**config.mk**
```make
export PLATFORM = sky130hd
export DESIGN_NAME = dsp48a1_dot_seq_flat
export DESIGN_NICKNAME = d
export VERILOG_FILES = /design/src/rtl/dsp48a1_dot_seq_if.sv /design/src/rtl/dsp48a1_dot_seq.sv /design/src/flat_wrapper.sv
export SDC_FILE = /design/constraint.sdc
export NUM_CORES = 1
export LEC_CHECK = 0
export ABC_CLOCK_PERIOD_IN_PS = 1860
export CORE_AREA = 2 2 118 120
export CTS_BUF_LIST = sky130_fd_sc_hd__clkbuf_8
export CTS_CLUSTER_DIAMETER = 150
export DETAILED_ROUTE_END_ITERATION = 10
export DIE_AREA = 0 0 120 122
export GPL_TIMING_DRIVEN = 0
export HOLD_SLACK_MARGIN = 0.05
export PLACE_DENSITY = 0.67
export SYNTH_ARGS = -nofsm -noshare
export SYNTH_HDL_FRONTEND = slang
export SYNTH_SLANG_ARGS = --single-unit
```
**constraint.sdc**
```tcl
create_clock -name clk -period 1.86 [get_ports clk]
set_clock_uncertainty 0.2 [all_clocks]
set_input_delay 0.279 -clock clk [delete_from_list [all_inputs] [get_ports clk]]
set_output_delay 0.279 -clock clk [all_outputs]
set_load 0.01 [all_outputs]
```
**src/rtl/dsp48a1_dot_seq_if.sv**
```systemverilog
// Operand and result streams of the DSP48A1 dot-product sequencer.
// master = operand source / result sink, slave = sequencer.
interface dsp48a1_dot_seq_if #(
    parameter int unsigned LEN_W = 4
);
    logic             s_valid;
    logic             s_ready;
    logic [17:0]      s_a;
    logic [17:0]      s_b;
    logic             s_last;
    logic [47:0]      bias;
    logic             m_valid;
    logic             m_ready;
    logic [47:0]      m_result;
    logic [LEN_W-1:0] m_count;
    logic             m_err;

    modport master (
        output s_valid, s_a, s_b, s_last, bias, m_ready,
        input  s_ready, m_valid, m_result, m_count, m_err
    );

    modport slave (
        input  s_valid, s_a, s_b, s_last, bias, m_ready,
        output s_ready, m_valid, m_result, m_count, m_err
    );
endinterface

```
**src/rtl/dsp48a1_dot_seq.sv**
```systemverilog
// Sequences operand beats into a DSP48A1 slice (OPMODEREG/MREG/PREG/CREG=1) to form
// BIAS + sum(A*B) per vector, then returns the captured P with a saturating beat count.
module dsp48a1_dot_seq #(
    parameter int unsigned LATENCY = 2,
    parameter int unsigned LEN_W   = 4
) (
    input  logic               clk,
    input  logic               rst_n,
    dsp48a1_dot_seq_if.slave   bus,
    output logic [17:0]        dsp_a,
    output logic [17:0]        dsp_b,
    output logic [17:0]        dsp_d,
    output logic [47:0]        dsp_c,
    output logic [7:0]         dsp_opmode,
    output logic               dsp_carryin,
    input  logic [47:0]        dsp_p
);
    localparam int unsigned DCNT_W = (LATENCY > 2) ? $clog2(LATENCY) : 1;
    localparam logic [DCNT_W-1:0] DRAIN_LAST = DCNT_W'(LATENCY - 1);
    localparam logic [LEN_W-1:0]  CNT_MAX    = '1;

    localparam logic [7:0] OP_FIRST = 8'h0D;
    localparam logic [7:0] OP_ACCUM = 8'h09;
    localparam logic [7:0] OP_HOLD  = 8'h08;
    localparam logic [7:0] OP_CLEAR = 8'h00;

    typedef enum logic [1:0] {IDLE, ACC, DRAIN, OUT} state_t;

    state_t             state;
    logic               s_ready;
    logic               accept;
    logic [DCNT_W-1:0]  drain_cnt;
    logic [LEN_W-1:0]   count;
    logic               err;
    logic               m_valid;
    logic [47:0]        m_result;

    assign dsp_a       = bus.s_a;
    assign dsp_b       = bus.s_b;
    assign dsp_c       = bus.bias;
    assign dsp_d       = '0;
    assign dsp_carryin = 1'b0;

    assign bus.s_ready  = s_ready;
    assign bus.m_valid  = m_valid;
    assign bus.m_result = m_result;
    assign bus.m_count  = count;
    assign bus.m_err    = err;

    // Slice control follows the handshake in the same cycle so M/C/OPMODE latch together.
    always_comb begin
        s_ready    = rst_n && ((state == IDLE) || (state == ACC));
        accept     = s_ready && bus.s_valid;
        dsp_opmode = OP_CLEAR;
        unique case (state)
            IDLE:    dsp_opmode = accept ? OP_FIRST : OP_CLEAR;
            ACC:     dsp_opmode = accept ? OP_ACCUM : OP_HOLD;
            default: dsp_opmode = OP_HOLD;
        endcase
        if (!rst_n) begin
            dsp_opmode = OP_CLEAR;
        end
    end

    always_ff @(posedge clk or negedge rst_n) begin
        if (!rst_n) begin
            state     <= IDLE;
            drain_cnt <= '0;
            count     <= '0;
            err       <= 1'b0;
            m_valid   <= 1'b0;
            m_result  <= '0;
        end else begin
            unique case (state)
                IDLE: begin
                    if (accept) begin
                        count     <= LEN_W'(1);
                        err       <= 1'b0;
                        drain_cnt <= '0;
                        state     <= bus.s_last ? DRAIN : ACC;
                    end
                end
                ACC: begin
                    if (accept) begin
                        // Overlong vectors keep accumulating; only the count saturates.
                        if (count == CNT_MAX) begin
                            err <= 1'b1;
                        end else begin
                            count <= count + LEN_W'(1);
                        end
                        if (bus.s_last) begin
                            drain_cnt <= '0;
                            state     <= DRAIN;
                        end
                    end
                end
                DRAIN: begin
                    if (drain_cnt == DRAIN_LAST) begin
                        m_result <= dsp_p;
                        m_valid  <= 1'b1;
                        state    <= OUT;
                    end else begin
                        drain_cnt <= drain_cnt + DCNT_W'(1);
                    end
                end
                OUT: begin
                    if (bus.m_ready) begin
                        m_valid <= 1'b0;
                        state   <= IDLE;
                    end
                end
                default: state <= IDLE;
            endcase
        end
    end
endmodule

```
**src/flat_wrapper.sv**
```systemverilog
// flat-port wrapper written by rule: the top's interface ports become plain ports
module dsp48a1_dot_seq_flat 
#(
    parameter int unsigned LATENCY = 2,
    parameter int unsigned LEN_W   = 4
)
  (clk, rst_n, dsp_a, dsp_b, dsp_d, dsp_c, dsp_opmode, dsp_carryin, dsp_p, bus_s_valid, bus_s_a, bus_s_b, bus_s_last, bus_bias, bus_m_ready, bus_s_ready, bus_m_valid, bus_m_result, bus_m_count, bus_m_err);
  dsp48a1_dot_seq_if #(.LEN_W(LEN_W)) bus_i ();
  input  logic clk;
  input  logic rst_n;
  output logic [17:0] dsp_a;
  output logic [17:0] dsp_b;
  output logic [17:0] dsp_d;
  output logic [47:0] dsp_c;
  output logic [7:0] dsp_opmode;
  output logic dsp_carryin;
  input  logic [47:0] dsp_p;
  input wire logic [$bits(bus_i.s_valid)-1:0] bus_s_valid;
  input wire logic [$bits(bus_i.s_a)-1:0] bus_s_a;
  input wire logic [$bits(bus_i.s_b)-1:0] bus_s_b;
  input wire logic [$bits(bus_i.s_last)-1:0] bus_s_last;
  input wire logic [$bits(bus_i.bias)-1:0] bus_bias;
  input wire logic [$bits(bus_i.m_ready)-1:0] bus_m_ready;
  output wire logic [$bits(bus_i.s_ready)-1:0] bus_s_ready;
  output wire logic [$bits(bus_i.m_valid)-1:0] bus_m_valid;
  output wire logic [$bits(bus_i.m_result)-1:0] bus_m_result;
  output wire logic [$bits(bus_i.m_count)-1:0] bus_m_count;
  output wire logic [$bits(bus_i.m_err)-1:0] bus_m_err;
  assign bus_i.s_valid = bus_s_valid;
  assign bus_i.s_a = bus_s_a;
  assign bus_i.s_b = bus_s_b;
  assign bus_i.s_last = bus_s_last;
  assign bus_i.bias = bus_bias;
  assign bus_i.m_ready = bus_m_ready;
  assign bus_s_ready = bus_i.s_ready;
  assign bus_m_valid = bus_i.m_valid;
  assign bus_m_result = bus_i.m_result;
  assign bus_m_count = bus_i.m_count;
  assign bus_m_err = bus_i.m_err;
  dsp48a1_dot_seq #(.LATENCY(LATENCY), .LEN_W(LEN_W)) u_core (.clk(clk), .rst_n(rst_n), .bus(bus_i), .dsp_a(dsp_a), .dsp_b(dsp_b), .dsp_d(dsp_d), .dsp_c(dsp_c), .dsp_opmode(dsp_opmode), .dsp_carryin(dsp_carryin), .dsp_p(dsp_p));
endmodule
```
==> results.ini, run 1 <==
[power_and_ir_drop]
power_mw = 7.464
intPower_mw = 5.132
power.density_nw_per_um2 = 1258
pwr-share-comb = 0.548
ir_drop_uv = 525.0
clock_power_share = 0.147
p_switching_mw = 2.333
leakage_nw = 2.765
sequentialPowerShare = 0.305
swShare = 0.3125

[clock_network]
tritoncts = yes
clk_path_buf_depth = 2
clock-sinks = 57
clock_latency_ps = 330
path_clk_slew_ps = 60
cts_root_buf = clkbuf_8
htreeDepth = 3
cts_buffers = 9

[die]
die-area_um2 = 14640
chipHeight_um = 122
coreArea_um2 = 13500
ios = 303
chipWidth_um = 120
placementRows = 43
start_util = 0.2439

[critical_path]
rr_worst_depth = 6
path_max_fanout = 6
r2r_slack_ps = -80
r2r_end = u_core.state[1]
startpoint_type = register
crit_start = u_core.state[0]
cp-end-kind = output port
critical_path_arrival_ps = 1480
crit_required_ps = 1380
reg2reg_from = u_core.state[0]
critPathKind = register to output port

[synthesis]
synthFlopType = dfrtp_1
syn_area_um2 = 3293
async_flop_share = 1.000
synth_top_area_cell = dfrtp_1
ys_ff_latch = 57
seq_area_frac_synth = 0.4331
synthDistinctLibCells = 28
syn-mean-instance-area_um2 = 12.20
synth_edf_count = 0
post-synth-top-count-cell = buf_4
synthTopCellsByArea = dfrtp_1 (43%), buf_4 (25%), mux2_2 (9.9%), mux2_4 (9.1%), ha_1 (2.3%)
yosysWarningCount = 0
synth_top_area_share = 0.4331
netlist_instances = 270
synthTopCellsByCount = buf_4 (109), dfrtp_1 (57), mux2_2 (29)

[drt]
avgViaCountPerCell = 3.898
wl_per_cell_um = 13.10
postRouteAntennaNets = 0
drt_iter0_drc = 44
drt_wl_total_um = 9080
firstDrtPassIters = 5
dr_total_vias = 2701
drc = 0

[finish]
n_antenna_cell = 0
final_cells = 693
multiInputGateArea_um2 = 1147
synthToLayoutAreaGrowth_pct = 80.17
postLayoutCellArea_um2 = 5933
n_fill_cell = 1265
nNetsFinal = 651
drive_above_1_share = 0.4055
register_area_um2 = 1431

[placed_design]
globalplace.congestion = 0.7679
port_buffers = 194
dpl.cell_count = 667
dp_hpwl_um = 7261
placed_area_um2 = 5544

[global_routing]
met3_usage = 0.04120
grt-ovfl-total = 0
grt_max_degree = 64
grt_pass1_wl_um = 12820
grt_use_met1 = 0.1088
first_global_vias = 2593
busiest_layer = met2
grt_use_met2 = 0.2116
grt_usage = 0.1131
antenna_found_initial = 0

[flow_run]
cap_viol_max_count = 0

[run_status]
status = complete, but fails checks
violations = negative hold slack, negative setup slack

[timing]
tightest_slew_ps = 601.2
setup_viol = 4
finalCriticalPeriod_ps = 1964
max-slew-margin-rel = 0.5992
post-route-period-util = 1.056
slew_violations = 0
fin_ws_ps = -103.6
final-hold-violation-count = 57
grt_setup_unrepaired = true
holdWs_ps = -258.1
max_freq_mhz = 509.3
fin_setup_tns_ps = -340.0

[hold_path]
hold_class = input pin to async pin

cell type report:
cell class | instances | area share
timing repair buffer | 205 | 0.3439
inverter | 4 | 0.002531
tap | 180 | 0.03796
multi-input combinational | 118 | 0.1934
buffer | 113 | 0.1485
sequential | 57 | 0.2412
clock inverter | 3 | 0.002320
clock buffer | 13 | 0.03016
how the worst max path moves through the flow:
stage	slack, ps	to
6_report	-100	dsp_opmode[3]
5_1_grt	-170	dsp_opmode[3]
4_1_cts	-130	dsp_opmode[3]
3_5_place_dp	-550	dsp_opmode[0]
3_3_place_gp	-2500	dsp_opmode[0]
2_1_floorplan	160	u_core.bus.m_result[10]
critical path, cell delays in order (launching register included):
cell      delay (ps)
dfrtp_1          420
buf_6            140
ha_4             170
nand2b_4         140
o21a_1           160
buf_2            130
kinds of logic after synthesis:
logic type,Yosys count,synth area share
buffers and inverters,118,0.2663
adder cells (fa/ha/maj),6,0.02280
multiplexers,53,0.2025
other,1,0.001139
flip-flops,57,0.4331
AO/OA/AOI/OAI,21,0.04901
AND/OR/NAND/NOR,14,0.02507
per-stage QoR:
stage	util	setup slack [ps]
after floorplan	-	164.9
after global placement	0.4107	-2500
after detailed placement	0.4105	-551.5
after CTS	0.4368	-131.2
after global routing	0.4394	-171.0
final	0.4394	-103.6
layout by cell type, fill, tap and decap left out, drive strengths merged, types with 4 or more instances in the layout:
master,n
ha,6
buf,128
dfrtp,57
mux2i,4
conb,24
clkbuf,14
o21ai,6
mux2,49
a21oi,5
clkdlybuf4s50,187
inv,5
flip-flops by register name, summed over array words and instances (netlist names):
register,cells
u_core.bus.m_valid,1
u_core.drain_cnt,1
u_core.bus.m_result,48
u_core.bus.m_err,1
u_core.state,2
u_core.bus.m_count,4
power by group through the flow:
stage	logic, mW	clock network [mW]	registers (mW)
final	4.09	1.10	2.27
after global routing	4.36	1.21	2.37
after CTS	4.06	1.16	2.28
after detailed placement	3.74	0	2.28
after global placement	3.67	0	2.25
after floorplan	1.64	0	2.50
metal layers:
metal / up-vias / routed length, um
met4: 0 / 153
met1: 1261 / 3025
met3: 11 / 984
li1: 1250 / -
met2: 179 / 4917
met5: - / 0
what timing repair did:
| item | CTS | global route |
|---|---|---|
| setup endpoints to repair | 49 | 19 |
| gates resized for setup | 41 | 7 |
| hold endpoints to repair | 57 | 57 |
| pin swaps | 3 | 3 |
| buffers inserted | 10 | 1 |
No activity file was read; power rests on OpenSTA's default activity.
==> run 2: changes to the inputs <==
SKIP_LAST_GASP = 1   (was unset)
==> run 2 against run 1 <==
- the flow still finishes with violations (negative hold slack, negative setup slack)
- die area unchanged
- global-route usage barely moved
- critical path depth unchanged
- core utilization about the same
- routed wire length hardly changed
- combinational power is essentially flat
- worst setup slack unchanged
==> results.ini, run 2 (synthesized netlist as in run 1, its figures left out) <==
[drt]
postRouteAntennaNets = 0
drc = 0
drt_iter0_drc = 44
wl_per_cell_um = 13.11
avgViaCountPerCell = 3.898
dr_total_vias = 2701
firstDrtPassIters = 5
drt_wl_total_um = 9082

[power_and_ir_drop]
ir_drop_uv = 525.0
sequentialPowerShare = 0.305
leakage_nw = 2.764
power.density_nw_per_um2 = 1258
power_mw = 7.458
clock_power_share = 0.147
intPower_mw = 5.127
pwr-share-comb = 0.548
p_switching_mw = 2.332
swShare = 0.3126

[global_routing]
grt-ovfl-total = 0
grt_pass1_wl_um = 12830
first_global_vias = 2593
grt_max_degree = 64
antenna_found_initial = 0
grt_usage = 0.1132

[timing]
max-slew-margin-rel = 0.5992
final-hold-violation-count = 57
slew_violations = 0
tightest_slew_ps = 601.2
max_freq_mhz = 509.3
finalCriticalPeriod_ps = 1964
fin_ws_ps = -103.6
setup_viol = 4
holdWs_ps = -258.1
grt_setup_unrepaired = true
post-route-period-util = 1.056
fin_setup_tns_ps = -356.2

[finish]
synthToLayoutAreaGrowth_pct = 79.98
nNetsFinal = 651
postLayoutCellArea_um2 = 5927
drive_above_1_share = 0.4055
final_cells = 693
n_fill_cell = 1267
largest_register_ffs = 48
final_common_cell = clkdlybuf4s50_1
n_antenna_cell = 0
max_flop_register = u_core.bus.m_result
mostFrequentLayoutCells = clkdlybuf4s50_1 (187), buf_4 (116), dfrtp_1 (53)
final_util = 0.4389

[hold_path]
hold_class = input pin to async pin

[clock_network]
cts_root_buf = clkbuf_8
clock_latency_ps = 330
path_clk_slew_ps = 60
clk_path_buf_depth = 2
clock-sinks = 57
tritoncts = yes
cts_buffers = 9
htreeDepth = 3

[critical_path]
critPathKind = register to output port
startpoint_type = register
cp-end-kind = output port
path_max_fanout = 6
critical_path_arrival_ps = 1480
crit_required_ps = 1380

[placed_design]
post-place-ws_ps = -551.5
globalplace.congestion = 0.7679
placed_area_um2 = 5544
port_buffers = 194
dp_hpwl_um = 7261
dpl.cell_count = 667

[die]
die-area_um2 = 14640
coreArea_um2 = 13500
start_util = 0.2439
placementRows = 43
chipHeight_um = 122
chipWidth_um = 120
ios = 303

[run_status]
status = complete, but fails checks
violations = negative hold slack, negative setup slack

[flow_run]
cap_viol_max_count = 0

## run 2: power groups by stage
stage	logic (mW)	clock network [mW]	registers, mW
global route	4.35	1.21	2.37
global placement	3.67	0	2.25
detailed placement	3.74	0	2.28
floorplan	1.64	0	2.50
finish	4.08	1.10	2.27
CTS	4.05	1.16	2.28
## run 2: layout make-up
class | count | area [um2] | share of cell area
Timing Repair Buffer | 205 | 2034 | 0.3433
Inverter | 4 | 15.01 | 0.002533
Sequential cell | 57 | 1431 | 0.2415
Clock inverter | 3 | 13.76 | 0.002322
Tap cell | 180 | 225.2 | 0.03800
Clock buffer | 13 | 178.9 | 0.03019
Multi-Input combinational cell | 118 | 1147 | 0.1936
Buffer | 113 | 880.8 | 0.1486
## run 2: repair_timing
item	CTS	global route
endpoints found under the setup margin	49	19
gates resized for setup	40	7
buffers inserted	10	1
endpoints found under the hold margin	57	57
pin swaps	3	3
## run 2: worst paths after layout
kind                                              start  cells past startpoint  slack [ps]                      end
max in group asynchronous                         rst_n                      1        1270    u_core.bus.m_count[3]
worst min-delay path                              rst_n                      1        -260   u_core.bus.m_result[0]
worst max register to register          u_core.state[0]                      6         -80          u_core.state[1]
worst min register to register  u_core.bus.m_result[28]                      1         300  u_core.bus.m_result[28]
min in group clk                u_core.bus.m_result[28]                      1         300  u_core.bus.m_result[28]
worst max-delay path                    u_core.state[0]                      5        -100            dsp_opmode[3]
## run 2: worst max-delay path: stages (launching register included)
cell      delay, ps
dfrtp_1         420
buf_6           140
ha_4            170
nand2b_4        140
o21a_1          160
buf_2           130
## run 2: metal layers
layer	part of all wire	global-route usage	wire length, um	vias to the layer above
met4	0.017	0.05662	153	0
li1	-	-	-	1250
met3	0.11	0.04120	984	11
met5	0	0	0	-
met1	0.33	0.1091	3027	1261
met2	0.54	0.2116	4916	179
